`src/rtl/riscv_pkg.sv`:
```
// Shared fetch-stage types and constants.
package riscv_pkg;

    typedef enum logic [1:0] {
        BOOT  = 2'd0,
        RUN   = 2'd1,
        DRAIN = 2'd2
    } fetch_state_e;

    localparam int unsigned WORD_INC      = 4;
    // Upper bound on in-flight requests plus buffered instructions.
    localparam int unsigned FETCH_CREDITS = 2;

endpackage

```
`src/rtl/fetch_fifo.sv`:
```
// Depth-2 FIFO with synchronous flush; simultaneous write and read allowed when full.
module fetch_fifo #(
    parameter int unsigned W = 64
) (
    input  logic         clk,
    input  logic         rstn,
    input  logic         flush,
    input  logic         wr,
    input  logic [W-1:0] wdata,
    input  logic         rd,
    output logic         valid,
    output logic [W-1:0] rdata,
    output logic [1:0]   count
);

    logic [1:0][W-1:0] mem;
    logic              wptr;
    logic              rptr;
    logic              do_wr;
    logic              do_rd;

    assign do_rd = rd && (count != 2'd0);
    assign do_wr = wr && ((count != 2'd2) || do_rd);
    assign valid = (count != 2'd0);
    assign rdata = mem[rptr];

    always_ff @(posedge clk or negedge rstn) begin
        if (!rstn) begin
            mem   <= '0;
            wptr  <= 1'b0;
            rptr  <= 1'b0;
            count <= 2'd0;
        end else if (flush) begin
            wptr  <= 1'b0;
            rptr  <= 1'b0;
            count <= 2'd0;
        end else begin
            if (do_wr) begin
                mem[wptr] <= wdata;
                wptr      <= ~wptr;
            end
            if (do_rd) rptr <= ~rptr;
            count <= count + 2'(do_wr) - 2'(do_rd);
        end
    end

endmodule

```
`src/rtl/instruction_fetch.sv`:
```
// Credit-limited instruction fetch: issues word requests, tags responses with their
// PC, buffers up to two instructions and discards stale responses after a redirect.
module instruction_fetch
    import riscv_pkg::*;
#(
    parameter int unsigned     XLEN     = 32,
    parameter logic [XLEN-1:0] RESET_PC = '0
) (
    input  logic            clk,
    input  logic            rstn,
    output logic            o_im_req,
    output logic [XLEN-1:0] o_im_addr,
    input  logic            i_im_gnt,
    input  logic            i_im_rvalid,
    input  logic [XLEN-1:0] i_im_rdata,
    input  logic            i_redirect,
    input  logic [XLEN-1:0] i_redirect_pc,
    output logic            o_instr_valid,
    output logic [XLEN-1:0] o_instr,
    output logic [XLEN-1:0] o_pc,
    input  logic            i_instr_ready
);

    fetch_state_e         state;
    logic [XLEN-1:0]      fetch_pc;
    logic [1:0]           outst;
    logic [1:0]           discard;
    logic [1:0]           fcnt;
    logic [1:0][XLEN-1:0] tagq;
    logic                 tw;
    logic                 tr;
    logic                 grant;
    logic                 rsp_ok;
    logic [1:0]           outst_nx;
    logic                 fifo_wr;
    logic [2*XLEN-1:0]    head;

    // Request depends only on registered state, so it cannot drop before grant
    // except through a redirect.
    assign o_im_req  = (state == RUN) &&
                       (({1'b0, outst} + {1'b0, fcnt}) < 3'(FETCH_CREDITS));
    assign o_im_addr = fetch_pc;
    assign grant     = o_im_req && i_im_gnt;
    assign rsp_ok    = i_im_rvalid && (outst != 2'd0);
    assign outst_nx  = outst + 2'(grant) - 2'(rsp_ok);
    assign fifo_wr   = (state == RUN) && rsp_ok && !i_redirect;

    always_ff @(posedge clk or negedge rstn) begin
        if (!rstn) begin
            state    <= BOOT;
            fetch_pc <= RESET_PC;
            outst    <= 2'd0;
            discard  <= 2'd0;
            tagq     <= '0;
            tw       <= 1'b0;
            tr       <= 1'b0;
        end else if (i_redirect) begin
            // Everything still in flight, including a same-cycle grant, becomes stale.
            fetch_pc <= i_redirect_pc & ~XLEN'(3);
            outst    <= outst_nx;
            discard  <= outst_nx;
            tw       <= 1'b0;
            tr       <= 1'b0;
            state    <= (outst_nx != 2'd0) ? DRAIN : RUN;
        end else begin
            outst <= outst_nx;
            case (state)
                BOOT: state <= RUN;
                RUN: begin
                    if (grant) begin
                        fetch_pc <= fetch_pc + XLEN'(WORD_INC);
                        tagq[tw] <= fetch_pc;
                        tw       <= ~tw;
                    end
                    if (rsp_ok) tr <= ~tr;
                end
                DRAIN: begin
                    if (rsp_ok) begin
                        discard <= discard - 2'd1;
                        if (discard == 2'd1) state <= RUN;
                    end
                end
                default: state <= BOOT;
            endcase
        end
    end

    fetch_fifo #(.W(2*XLEN)) u_fifo (
        .clk   (clk),
        .rstn  (rstn),
        .flush (i_redirect),
        .wr    (fifo_wr),
        .wdata ({tagq[tr], i_im_rdata}),
        .rd    (i_instr_ready && !i_redirect),
        .valid (o_instr_valid),
        .rdata (head),
        .count (fcnt)
    );

    assign {o_pc, o_instr} = head;

endmodule

```
`config.mk`:
```
export PLATFORM = sky130hd
export DESIGN_NAME = instruction_fetch
export DESIGN_NICKNAME = d
export VERILOG_FILES = /design/src/rtl/riscv_pkg.sv /design/src/rtl/fetch_fifo.sv /design/src/rtl/instruction_fetch.sv
export SDC_FILE = /design/constraint.sdc
export NUM_CORES = 1
export LEC_CHECK = 0
export CAP_MARGIN = 10
export CORE_MARGIN = 8
export CORE_UTILIZATION = 50
export DETAILED_ROUTE_END_ITERATION = 12
export PLACE_DENSITY = 0.86
export SYNTH_ARGS = -nofsm -noshare
export SYNTH_HDL_FRONTEND = slang
export SYNTH_SLANG_ARGS = --single-unit
```
`constraint.sdc`:
```
create_clock -name clk -period 3.35 [get_ports clk]
set_input_delay 0.335 -clock clk [delete_from_list [all_inputs] [get_ports clk]]
set_output_delay 0.335 -clock clk [all_outputs]
set_load 0.02 [all_outputs]
```
==> results.ini, run 1 <==
[global_routing]
overflow = 0
groute.usage.overall_pct = 18.56
antenna_found_initial = 0
grt_max_degree = 114
grt_pass1_vias = 7375
grt_pass1_wl_um = 39470

[timing]
period_share_pct = 90.54
drv_slew = 0
final-hold-violation-count = 0
clock.fmax_mhz = 329.7
tns_ns = 0
setup_viol = 0
fin_ws_ns = 0.3168
worst_pin_slew_ns = 0.8738
timing.hold.ws_ns = 0.3831
fin_skew_ns = 0.01389
slew_headroom_pct = 41.75
period_needed_ns = 3.033
grt_setup_unrepaired = no

[routing]
vias_per_cell = 5.607
antenna_left = 0
wirelength_um = 24060
dr.pass1.iters = 4
drt-initial-drc-count = 326
vias = 6829
drc_errors = 0
wl_per_cell_um = 19.76

[cts]
numCtsBuffers = 24
clkTransAtPathRegs_ns = 0.06
cts_tree = built
clock-sinks = 226
postCtsSetupBuffers = 0
clk_latency_ns = 0.51
clockBufferDepth = 3
h-tree-depth = 1
cts_resized = 0
root_buffer = clkbuf_16

[hold_path]
min_to = o_im_addr[8]
min_path_type = in2reg
hold_start = i_redirect_pc[8]
min_delay_path_depth = 3

[synth]
syn_avg_cell_area_um2 = 13.45
ys_seq_elements = 226
yosys_warnings = 0
synth.area.mux_share_pct = 29.83
synth_area_um2 = 10410
synthFlopType = dfrtp_1
synth.distinct_cells = 48
synth_top_family_by_area = multiplexers
synth-simple-area-share_pct = 7.055
synthXorXnorAreaFrac_pct = 1.178
synth_compound_area_share_pct = 3.846
synth-edff-count = 0
async_flop_share_pct = 100.0
synthCells = 774
synthAdderAreaFrac_pct = 0.9135
seq_area_frac_synth_pct = 54.33

[pwr]
power_frac_seq_pct = 39.7
vdd_drop_max_v = 0.0006102
cellLeakagePower_nw = 5.846
clkPwrFrac_pct = 24.1
p_sw_mw = 3.356
p_comb_share_pct = 36.2
p_per_area_nw_per_um2 = 826.1
sw_frac_of_total_pct = 30.91
p_int_mw = 7.502

[placement]
place_hpwl_um = 16300
gp_congestion = 0.8267
place_ws_ns = 0.4572
io_buffers = 161

[floorplan]
fp-row-count = 52
die-width_um = 160.3
start_util_pct = 51.12
coreArea_um2 = 20360
ios = 168
die_h_um = 160.3
design.die.area_um2 = 25690

[final_layout]
fin_nets = 1011
final_cell_mix = dfrtp_1 (225), mux2_2 (199), clkdlybuf4s50_1 (160)
final_common_cell = dfrtp_1
drive_gt1_share_pct = 27.95
area_growth_pct = 26.27
diodes = 0

[critical_path]
startpoint_type = register
rrSetupSlack_ns = 0.44
path_max_fanout = 12
r2r-end = o_im_addr[30]
r2r_cells = 7
worstPathRequired_ns = 3.01
arrival_ns = 2.70
rr_startpoint = outst[0]
cp-end-kind = primary output
criticalPathCategory = reg2out

[status]
status = finished, final reports clean

[job]
max_cap_violations = 0

layer usage:
layer	routed length [um]	part of all wire [%]	track usage, %	up-vias
met5	0	0	0	-
met2	12330	51	32.59	141
met3	894	3.7	3.144	34
met4	548	2.3	4.800	0
met1	10290	43	23.36	3527
li1	-	-	-	3127
registers in the layout (all words and copies together) (netlist names), 2 cells and up:
signal / count
u_fifo.count: 2
outst: 2
discard: 2
u_fifo.mem: 124
state: 2
o_im_addr: 30
tagq: 60
synth_stat cells (all sizes together), types with 10 or more instances:
master | number | area share [%]
a31oi | 18 | 1.1
nor2 | 25 | 0.90
nand2 | 29 | 1.0
o31ai | 14 | 1.0
dfrtp | 226 | 54
nand3 | 14 | 0.67
mux2 | 274 | 30
or4 | 15 | 1.1
buf | 28 | 1.6
clkbuf | 22 | 0.81
o21ai | 19 | 0.91
nand4 | 10 | 0.81
critical path, stage by stage, from the launching register on:
cell             delay (ns)
dfrtp_1                0.39
and2_1                 0.17
fa_1                   0.47
nor4b_4                0.29
buf_4                  0.24
clkdlybuf4s50_1        0.64
kinds of logic after synthesis:
kind of cell    Yosys count
compound gates           62
xor+xnor                 14
fa+ha+maj                 7
buf+inv                  60
flops                   226
mux                     276
other cells               1
simple gates            128
power groups by stage:
stage          Sequential [mW]  Combinational, mW  Clock [mW]
2_1_floorplan             4.16               2.51           0
3_3_place_gp              4.26               3.87           0
3_5_place_dp              4.34               3.96           0
4_1_cts                   4.30               4.00        2.68
5_1_grt                   4.45               4.23        2.79
6_report                  4.31               3.93        2.62
repair_timing:
item / CTS / global route
endpoints found under the setup margin: 0 / 0
endpoints found under the hold margin: 111 / 0
hold buffers: 1 / 0
final cells by class:
class                           instances  area [um2]
Clock buffer                           39       758.2
Sequential cell                       226        5657
Clock inverter                          1       30.03
Timing Repair Buffer                  181        1832
Inverter                               10       37.54
Tap cell                              270       337.8
Multi-Input combinational cell        491        4493
Fill cell                            1538        7219
per-stage QoR:
| step | area [um2] | cells | total power [mW] | utilization [%] |
|---|---|---|---|---|
| after CTS | 13150 | 1218 | 10.98 | 64.55 |
| after floorplan | 10420 | 777 | 6.672 | - |
| after global placement | 12350 | 1177 | 8.136 | 60.63 |
| after detailed placement | 12350 | 1177 | 8.304 | 60.63 |
| final | 13150 | 1218 | 10.86 | 64.55 |
| after global routing | 13150 | 1218 | 11.46 | 64.55 |
worst max-delay path by stage:
stage / start / end / slack, ns
after global routing: outst[0] / o_im_req / 0.21
after floorplan: outst[0] / state[1] / 0.65
final: outst[0] / o_im_req / 0.32
after detailed placement: outst[0] / o_im_addr[30] / 0.46
after CTS: outst[0] / o_im_req / 0.30
after global placement: outst[0] / state[0] / 0.55
Power figures use the tool's default switching activity.
==> run 2, diff against run 1 <==
--- a/config.mk
+++ b/config.mk
@@ -7,9 +7,9 @@
 export LEC_CHECK = 0
 export CAP_MARGIN = 10
 export CORE_MARGIN = 8
-export CORE_UTILIZATION = 50
+export CORE_UTILIZATION = 45
 export DETAILED_ROUTE_END_ITERATION = 12
-export PLACE_DENSITY = 0.86
+export PLACE_DENSITY = 0.8
 export SYNTH_ARGS = -nofsm -noshare
 export SYNTH_HDL_FRONTEND = slang
 export SYNTH_SLANG_ARGS = --single-unit
==> constraint.sdc (replaced) <==
create_clock -name clk -period 3.35 [get_ports clk]
set_input_delay 0.67 -clock clk [delete_from_list [all_inputs] [get_ports clk]]
set_output_delay 0.67 -clock clk [all_outputs]
set_load 0.02 [all_outputs]
==> run 2 against run 1 <==
  * Fmax down 4.9%
  * Register-to-register slack better by 0.14 ns
  * Power rose by 1.2%
  * Critical path depth down 1
  * Via count about the same
  * Global-route usage shrank 1.5 points
  * Clock-buffer cell count fell by 3
  * Final cell count is 1.6% higher
  * Clock power is 5% higher
  * Hold slack worse by 0.20 ns
  * Die area is 10% higher
  * Largest power group unchanged
==> results.ini, run 2 (synthesis results as in run 1) <==
[timing]
clock.fmax_mhz = 313.7
worst_pin_slew_ns = 0.7678
final-hold-violation-count = 0
setup_viol = 0
drv_slew = 0
period_share_pct = 95.17
fin_skew_ns = 0.01866
period_needed_ns = 3.188
tns_ns = 0
grt_setup_unrepaired = no
slew_headroom_pct = 48.81

[routing]
drt-initial-drc-count = 332
wl_per_cell_um = 19.60
vias_per_cell = 5.524
wirelength_um = 24240
drc_errors = 0
vias = 6833
dr.pass1.iters = 4
antenna_left = 0

[floorplan]
ios = 168
die_h_um = 168.1
design.die.area_um2 = 28260
die-width_um = 168.1
fp-row-count = 55
start_util_pct = 45.84
coreArea_um2 = 22710

[critical_path]
criticalPathCategory = reg2out
cp_slowest_cell = clkdlybuf4s50_1
path_max_fanout = 3
worstPathCellList = and2_1, fa_1, nor4b_4, clkdlybuf4s50_1
cp-end-kind = primary output
worstPathRequired_ns = 2.68
cp.buffers_inverters = 1
startpoint_type = register
critPathTopFamily = buffers and inverters
arrival_ns = 2.52
slowest_delay_ns = 0.67

[global_routing]
grt_pass1_wl_um = 39790
grt_max_degree = 98
groute.usage.overall_pct = 17.02
antenna_found_initial = 0
grt_pass1_vias = 7458
overflow = 0

[final_layout]
area_growth_pct = 27.02
diodes = 0
final-instance-count-excl-fill = 1237
fin_nets = 1013
final_cell_mix = dfrtp_1 (225), mux2_2 (199), clkdlybuf4s50_1 (160)
nFillCells = 1801
seq_area_um2 = 5657
multiInputGateArea_um2 = 4493
regMostFlops = u_fifo.mem
largest_reg_flops = 124
final_common_cell = dfrtp_1
drive_gt1_share_pct = 28.36

[pwr]
vdd_drop_max_v = 0.0003756
p_per_area_nw_per_um2 = 831.5
power_frac_seq_pct = 39.2
p_sw_mw = 3.389
sw_frac_of_total_pct = 30.82
p_comb_share_pct = 35.8
clkPwrFrac_pct = 25.0
cellLeakagePower_nw = 5.872
p_int_mw = 7.606

[cts]
clk_latency_ns = 0.51
clock-sinks = 226
cts_resized = 0
h-tree-depth = 1
cts_tree = built
root_buffer = clkbuf_16
hold_buffers = 0
clkTransAtPathRegs_ns = 0.06
postCtsSetupBuffers = 0
clockBufferDepth = 3
numCtsBuffers = 24

[job]
max_cap_violations = 0

[hold_path]
min_path_type = in2async

[placement]
placed_cells = 1195
gp_congestion = 0.7914
place_hpwl_um = 16450
io_buffers = 161

[status]
status = finished, final reports clean

run 2: final cells by class:
cell class / count / area share, %
well taps: 285 / 2.697
flip-flops and latches: 226 / 42.78
clock inverters: 6 / 0.7949
clock buffers: 36 / 5.422
multi-input cells: 491 / 33.98
repair buffers: 183 / 14.04
inverters: 10 / 0.2839
run 2: path summary, 6_finish.rpt:
path	from	end	slack (ns)	cells after the start
min in group clk	tagq[41]	tagq[41]	0.48	2
max reg2reg	outst[0]	state[0]	0.58	11
min reg2reg	tagq[41]	tagq[41]	0.48	2
max	outst[0]	o_im_req	0.16	4
max in group asynchronous	rstn	u_fifo.mem[82]	2.30	2
min	rstn	u_fifo.mem[62]	0.18	1
run 2: worst reg2reg max path, cell delays in order (launching register included):
cell and delay [ns]:
dfrtp_1 0.39, and2_1 0.17, fa_1 0.47, nor4b_4 0.31
nand2_1 0.12, ha_1 0.28, inv_1 0.04, ha_1 0.17
xnor2_1 0.13, xnor2_1 0.25, o21ai_0 0.16, o31a_1 0.15
run 2: power by group through the flow:
stage / clock (mW) / combinational, mW / sequential [mW]
6_report: 2.75 / 3.94 / 4.31
5_1_grt: 2.93 / 4.23 / 4.44
4_1_cts: 2.81 / 4.00 / 4.30
3_5_place_dp: 0 / 3.97 / 4.34
3_3_place_gp: 0 / 3.88 / 4.27
2_1_floorplan: 0 / 2.51 / 4.16
run 2: stage by stage:
step	hold WS (ns)	utilization (%)	cell area [um2]	setup slack [ns]	power, mW
finish	0.1794	58.23	13220	0.1617	10.99
global route	0.2192	58.23	13220	0.03091	11.60
CTS	0.2021	58.23	13220	0.1183	11.12
detailed placement	0.4708	54.61	12400	0.4439	8.311
global placement	0.4616	54.61	12400	0.4726	8.157
floorplan	0.3744	-	10420	0.6520	6.672
run 2: metal layers:
metal	wire [um]	track usage, %	share of wire [%]
met5	0	0	0
met4	329	4.115	1.4
met3	1261	3.321	5.2
met2	12050	28.96	50
met1	10600	22.03	44
==> run 3, diff against run 2 <==
--- a/config.mk
+++ b/config.mk
@@ -10,6 +10,7 @@
 export CORE_UTILIZATION = 45
 export DETAILED_ROUTE_END_ITERATION = 12
 export PLACE_DENSITY = 0.8
+export RECOVER_POWER = 50
 export SYNTH_ARGS = -nofsm -noshare
 export SYNTH_HDL_FRONTEND = slang
 export SYNTH_SLANG_ARGS = --single-unit
==> run 3 against run 2 <==
  * The run now ends with capacitance limit, slew limit left
  * Via count decreased by 0.37%
  * Clock-buffer cell count unchanged
  * First-iteration DRC count decreased by 2.7%
  * Largest power group unchanged
==> results.ini, run 3 (synthesis results as in run 1) <==
[global_routing]
antenna_found_initial = 0
grt_pass1_wl_um = 39790
grt_max_degree = 98
overflow = 0
groute.usage.overall_pct = 17.02
grt_pass1_vias = 7458

[timing]
setup_viol = 0
final-hold-violation-count = 0
period_needed_ns = 3.188
slew_headroom_pct = -65.20
tns_ns = 0
fin_skew_ns = 0.01928
worst_pin_slew_ns = 2.478
grt_setup_unrepaired = no
period_share_pct = 95.15
clock.fmax_mhz = 313.7
drv_slew = 96
fin_ws_ns = 0.1624

[final_layout]
fin_nets = 1013
drive_gt1_share_pct = 28.05
regMostFlops = u_fifo.mem
final_cell_mix = dfrtp_1 (225), mux2_2 (199), clkdlybuf4s50_1 (159)
nFillCells = 1809
diodes = 0
final_common_cell = dfrtp_1
stdcell_area_um2 = 13180
largest_reg_flops = 124
area_growth_pct = 26.61

[cts]
postCtsSetupBuffers = 0
clock-sinks = 226
clk_latency_ns = 0.51
root_buffer = clkbuf_16
hold_buffers = 0
numCtsBuffers = 24
cts_resized = 0
clockBufferDepth = 3
cts_tree = built
clkTransAtPathRegs_ns = 0.06
h-tree-depth = 1

[critical_path]
critPathTopFamily = buffers and inverters
arrival_ns = 2.52
cp-end-kind = primary output
path_max_fanout = 3
cp.buffers_inverters = 1
worstPathCellList = and2_0, fa_1, nor4b_4, clkdlybuf4s50_1
cp_slowest_cell = clkdlybuf4s50_1
worstPathRequired_ns = 2.68
criticalPathCategory = reg2out
slowest_delay_ns = 0.67
startpoint_type = register

[job]
max_cap_violations = 1

[placement]
io_buffers = 161
placed_area_um2 = 12400
place_hpwl_um = 16450
place_ws_ns = 0.4439
gp_congestion = 0.7914

[floorplan]
die_h_um = 168.1
fp-row-count = 55
coreArea_um2 = 22710
ios = 168
design.die.area_um2 = 28260
die-width_um = 168.1
start_util_pct = 45.84

[hold_path]
min_path_type = reg2reg

[status]
violations = capacitance limit, slew limit
status = finished, violations left

[routing]
wl_per_cell_um = 19.58
dr.pass1.iters = 5
drc_errors = 0
vias = 6808
antenna_left = 0
vias_per_cell = 5.504
drt-initial-drc-count = 323
wirelength_um = 24220

[pwr]
cellLeakagePower_nw = 5.856
vdd_drop_max_v = 0.0003754
p_per_area_nw_per_um2 = 832.5

[run 3: worst paths after layout]
| check | from | end | slack, ns | cells past startpoint |
|---|---|---|---|---|
| worst min register to register | u_fifo.mem[29] | u_fifo.mem[29] | 0.48 | 1 |
| worst min-delay path | u_fifo.mem[29] | u_fifo.mem[29] | 0.48 | 1 |
| max in group asynchronous | rstn | u_fifo.mem[82] | 0.70 | 2 |
| worst max-delay path | outst[0] | o_im_req | 0.16 | 4 |
| min in group asynchronous | rstn | u_fifo.mem[62] | 0.90 | 1 |
| worst max register to register | outst[0] | o_im_addr[31] | 0.37 | 8 |
[run 3: layer usage]
metal,GRT usage (%),vias up,wire [um]
met2,28.96,186,12120
met1,22.03,3460,10440
met3,3.321,29,1343
met4,4.115,0,314
met5,0,-,0
li1,-,3133,-
[run 3: final cells by class]
cell class | instances | area (um2) | share of cell area (%)
repair buffers | 183 | 1829 | 13.88
clock inverters | 6 | 105.1 | 0.7974
well taps | 285 | 356.6 | 2.706
multi-input cells | 491 | 4478 | 33.98
clock buffers | 36 | 716.9 | 5.440
inverters | 10 | 37.54 | 0.2848
flip-flops and latches | 226 | 5657 | 42.92
[run 3: metrics by stage]
stage               hold WS [ns]  total power, mW  utilization [%]  std cells
floorplan                 0.3744            6.672                -        777
global placement          0.4616            8.157            54.61       1195
detailed placement        0.4708            8.311            54.61       1195
CTS                       0.2021            11.12            58.23       1237
global route              0.4979            11.58            58.04       1237
finish                    0.4809            10.97            58.04       1237
[run 3: where the power goes]
| part | internal, mW | switching, mW |
|---|---|---|
| logic | 2.17 | 1.75 |
| clock network | 1.70 | 1.05 |
| registers | 3.73 | 0.581 |
| total | 7.59 | 3.38 |
